`src/rtl/fastserial_rx_fifo.sv`:
```
// Byte FIFO from the FTDI fast-serial receiver to an Avalon-ST sink; first-word fall-through.
// Optional `RXFIFO_DROP_COUNT_EN adds a saturating dropped-byte counter on o_drop_count.
module fastserial_rx_fifo #(
  parameter int unsigned DATA_W     = 8,
  parameter int unsigned DEPTH_LOG2 = 4
) (
  input  logic                  i_clk,
  input  logic                  i_reset,
  input  logic [DATA_W-1:0]     i_data,
  input  logic                  i_wr,
  output logic [DATA_W-1:0]     o_data,
  output logic                  o_valid,
  input  logic                  i_ready,
  output logic [DEPTH_LOG2:0]   o_count,
  output logic                  o_empty,
  output logic                  o_full,
  output logic                  o_overflow,
  input  logic                  i_clr_overflow
`ifdef RXFIFO_DROP_COUNT_EN
  ,
  output logic [7:0]            o_drop_count
`endif
);

  localparam logic [DEPTH_LOG2:0] DEPTH = (DEPTH_LOG2+1)'(1 << DEPTH_LOG2);

  logic [DATA_W-1:0]   mem_q [1 << DEPTH_LOG2];
  logic [DEPTH_LOG2:0] wr_ptr_q, wr_ptr_d;
  logic [DEPTH_LOG2:0] rd_ptr_q, rd_ptr_d;
  logic                overflow_q, overflow_d;
  logic [DEPTH_LOG2:0] count;
  logic                full, empty, pop, push, drop;

  assign count = wr_ptr_q - rd_ptr_q;
  assign full  = (count == DEPTH);
  assign empty = (count == '0);
  assign pop   = !empty && i_ready;
  // A pop in the same cycle frees the slot, so a full FIFO still accepts that write.
  assign push  = i_wr && (!full || pop);
  assign drop  = i_wr && full && !pop;

  always_comb begin
    wr_ptr_d   = wr_ptr_q;
    rd_ptr_d   = rd_ptr_q;
    overflow_d = overflow_q;
    if (push) wr_ptr_d = wr_ptr_q + 1'b1;
    if (pop)  rd_ptr_d = rd_ptr_q + 1'b1;
    if (drop)
      overflow_d = 1'b1;
    else if (i_clr_overflow)
      overflow_d = 1'b0;
  end

  always_ff @(posedge i_clk) begin
    if (i_reset) begin
      wr_ptr_q   <= '0;
      rd_ptr_q   <= '0;
      overflow_q <= 1'b0;
    end else begin
      wr_ptr_q   <= wr_ptr_d;
      rd_ptr_q   <= rd_ptr_d;
      overflow_q <= overflow_d;
    end
  end

  always_ff @(posedge i_clk) begin
    if (push && !i_reset) mem_q[wr_ptr_q[DEPTH_LOG2-1:0]] <= i_data;
  end

`ifdef RXFIFO_DROP_COUNT_EN
  logic [7:0] drop_cnt_q, drop_cnt_d;

  always_comb begin
    drop_cnt_d = drop_cnt_q;
    if (drop) begin
      if (i_clr_overflow)
        drop_cnt_d = 8'd1;
      else if (drop_cnt_q != '1)
        drop_cnt_d = drop_cnt_q + 8'd1;
    end else if (i_clr_overflow) begin
      drop_cnt_d = '0;
    end
  end

  always_ff @(posedge i_clk) begin
    if (i_reset) drop_cnt_q <= '0;
    else         drop_cnt_q <= drop_cnt_d;
  end

  assign o_drop_count = drop_cnt_q;
`endif

  assign o_data     = mem_q[rd_ptr_q[DEPTH_LOG2-1:0]];
  assign o_valid    = !empty;
  assign o_empty    = empty;
  assign o_full     = full;
  assign o_count    = count;
  assign o_overflow = overflow_q;

endmodule

```
`config.mk`:
```
export PLATFORM = sky130hd
export DESIGN_NAME = fastserial_rx_fifo
export DESIGN_NICKNAME = d
export VERILOG_FILES = /design/src/rtl/fastserial_rx_fifo.sv
export SDC_FILE = /design/constraint.sdc
export NUM_CORES = 1
export LEC_CHECK = 0
export BUFFER_PORTS_ARGS = -buffer_cell sky130_fd_sc_hd__buf_2
export CAP_MARGIN = 10
export CORE_MARGIN = 3
export CORE_UTILIZATION = 45
export CTS_CLUSTER_DIAMETER = 150
export DETAILED_ROUTE_END_ITERATION = 12
export PLACE_DENSITY = 0.74
export SLEW_MARGIN = 20
export SYNTH_ARGS = -nofsm -noshare
export SYNTH_HDL_FRONTEND = slang
export SYNTH_SLANG_ARGS = --single-unit
```
`constraint.sdc`:
```
create_clock -name i_clk -period 9.6 [get_ports i_clk]
set_input_delay 0.96 -clock i_clk [delete_from_list [all_inputs] [get_ports i_clk]]
set_output_delay 0.96 -clock i_clk [all_outputs]
set_load 0.005 [all_outputs]
```
==> results.tsv <==
stage	metric	value	unit
clocking	CTS tree	yes	
grt	GR met3 Demand/Resource	0.05090	
clocking	post-cts resize count	0	
timing	final hold viol count	0	
timing	clk_skew	9.021	ps
synthesis	cell taking the most area after synthesis	edfxtp_1	
worst_setup_path	most used cell, CP	inv_1	
synthesis	simple-gate share of the synthesized area	0.05162	
floorplan	area of the die	14330	um^2
clocking	root buf cell	clkbuf_16	
synthesis	Avg Synthesized Cell Area	19.59	um^2
timing	setup TNS	0	ps
layout	share of cells above drive strength 1	0.3333	
routing	Routed WL	11840	um
timing	Hold WS	498.3	ps
synthesis	area share of the largest cell type after synthesis	0.6608	
worst_setup_path	WP data arrival	2630	ps
synthesis	Top FF cell, synth	edfxtp_1	
layout	Layout area overhead	16.54	%
floorplan	I/O Pins	30	
worst_setup_path	slowest cell on the critical path	fa_1	
run	Max Cap Viol	0	
timing	Slew @ Worst Pin	954.6	ps
worst_setup_path	WS Path Type	reg2out	
worst_setup_path	cells along the critical path	inv_1, ha_1, inv_1, fa_1, nor3b_1, nand4b_2, a2bb2o_4, inv_4, buf_2	
synthesis	mux cell area share after synthesis	0.1592	
power_and_ir_drop	PwrDens	251.4	nW/um^2
routing	DR iter-0 viols	338	
synthesis	Post-synth EDFFs	128	
worst_setup_path	CP top delay family	adder cells	
worst_setup_path	WP buf/inv	4	
synthesis	Synth Register Bits	143	
routing	vias per cell	5.732	
timing	Slew headroom	0.3613	
grt	global routing usage on met1	0.2501	
clocking	worst skew pair latency	410	ps
synthesis	Synth Area in XOR/XNOR	0.005808	
grt	first-pass GRT wire length	18510	um
timing	RSZ-0062 raised after global routing	false	
clocking	Post-CTS Setup Bufs	0	
floorplan	Die H	119.7	um
synthesis	dominant cells by area after synthesis	edfxtp_1, mux4_2, dfxtp_1	
synthesis	post-synthesis compound-gate area fraction	0.03033	
layout	Final #Nets	361	
placed_design	hpwl dp	7782	um
grt	vias in the first global route	3080	
timing	post-route minimum period	3591	ps
grt	GR peak layer	met2	
routing	WL/cell	22.82	um
grt	largest net degree at the start of global routing	33	
grt	Tot GR Track Use	0.1778	
synthesis	Adder-Cell Fraction of Synth Area	0.02280	
grt	initial antenna violation count	0	
routing	# DRC	0	
clocking	CTS max path bufs	2	
grt	grt ovf	0	
synthesis	synth warn	0	
worst_setup_path	startpoint type of the worst setup path	register	
worst_setup_path	CP max FO	8	
worst_setup_path	Critical Path Max Stage Delay	450	ps
layout	Ant. Diodes	0	
placed_design	Post-DP Area	6176	um^2
synthesis	Synth cell types	40	
worst_setup_path	WP data required	8640	ps
synthesis	sequential area share after synthesis	0.7124	
floorplan	Core Box Area	12310	um^2
clocking	CTS Hold Buffers Added	0	
clocking	TritonCTS buffer count	17	
clocking	CTS H-tree lvls	4	
routing	antenna viol nets, final	0	
power_and_ir_drop	Leak	2.185	nW
timing	crit share post-route	0.3740	
clocking	Sink Count	143	
floorplan	number of core rows	40	
run_status	status	complete, no violations	
timing	Final Setup Violations	0	
synthesis	post-synthesis cell count	297	
timing	Max Freq	278.5	MHz
synthesis	Async SR Flop Fraction	0	
worst_hold_path	worst hold path type	reg2reg	
placed_design	Routability Congestion	0.8015	
power_and_ir_drop	Peak VDD IR	0.1734	mV
routing	TritonRoute pass-1 iters	5	
layout	Design Area, Final	6779	um^2
timing	Slew Viols, Final	0	
synthesis	post-synth design cell area	5817	um^2
clocking	Clock transition at path regs	50	ps
worst_setup_path	Crit. End Element	output pin	
floorplan	Die X	119.7	um
placed_design	port buffer count	29	
grt	GR Util met2	0.2740	
routing	vias	2975	
synthesis	largest family of logic cells by synthesized area	multiplexers	
floorplan	Initial Util	0.4725	
synthesis	Mapped Nets	320	
sequential cells by signal, indices dropped and copies added (netlist names), named ones only:
signal and count:
o_overflow 1, rd_ptr_q 5, mem_q 128, wr_ptr_q 5
worst reg2reg max path, stage by stage, from the launching register on:
cell and delay, ps:
dfxtp_1 390, inv_1 110, ha_1 220, inv_1 70, fa_1 450, nor3b_1 300, nand4b_2 220, a2111oi_4 900
or3_1 300, nor2_1 240
power by group:
| group | leakage (nW) | switching (mW) | internal, mW |
|---|---|---|---|
| combinational | 0.619 | 0.169 | 0.170 |
| clock | 0.291 | 0.232 | 0.430 |
| sequential | 1.28 | 0.00970 | 0.693 |
through the flow:
stage                     worst slack (ps)  power [mW]  cells    util
after detailed placement              6117       1.058    487  0.5016
after CTS                             6000       1.719    519  0.5506
after floorplan                       6527      0.9659    297       -
final                                 6009       1.704    519  0.5506
after global routing                  5846       1.774    519  0.5506
after global placement                6244       1.050    487  0.5016
synthesized netlist by cell type, types with 3 or more instances:
cell      instances
dfxtp_1          15
mux4_2           40
ha_1              9
nand4_1           4
or3_1             6
inv_1             8
o21ai_0           3
nand2_1           6
nor4b_1           4
nor2_1           16
o21ai_1           3
edfxtp_1        128
buf_2             3
nand3_1           3
clkbuf_1          6
a21oi_1          13
worst paths after layout:
check               from           to  slack [ps]  cells after the start
max          wr_ptr_q[0]      o_empty        6010                      9
min          rd_ptr_q[4]  rd_ptr_q[4]         500                      2
max reg2reg  wr_ptr_q[0]  mem_q[2][1]        6080                      9
min reg2reg  rd_ptr_q[4]  rd_ptr_q[4]         500                      2
cell families after synthesis:
logic type | count (synthesis)
mux | 42
flops | 143
compound gates | 25
xor+xnor | 3
buf+inv | 22
fa+ha+maj | 10
simple gates | 52
area by class of cell:
class	instances	area [um^2]
clock buffer	19	432.9
inverter	9	36.28
timing repair buffer	35	190.2
tap	168	210.2
sequential	143	4145
clock inverter	13	170.2
multi-input combinational	132	1594
fill	969	5533
metal layers:
metal  part of all wire  wire, um
met1               0.41      4834
met2               0.49      5852
met3              0.087      1029
met4              0.011       127
met5                  0         0
layout by cell type, fill, tap and decap left out, drive strengths merged, types with 6 or more instances in the layout:
cell | netlist | final
or3 | 6 | 6
a21oi | 13 | 13
nand2 | 6 | 6
clkinv | 0 | 8
o21ai | 6 | 6
nor2 | 16 | 16
dfxtp | 15 | 15
ha | 9 | 9
mux4 | 40 | 40
buf | 7 | 35
edfxtp | 128 | 128
clkbuf | 6 | 19
inv | 9 | 9
Power figures use the tool's default switching activity.
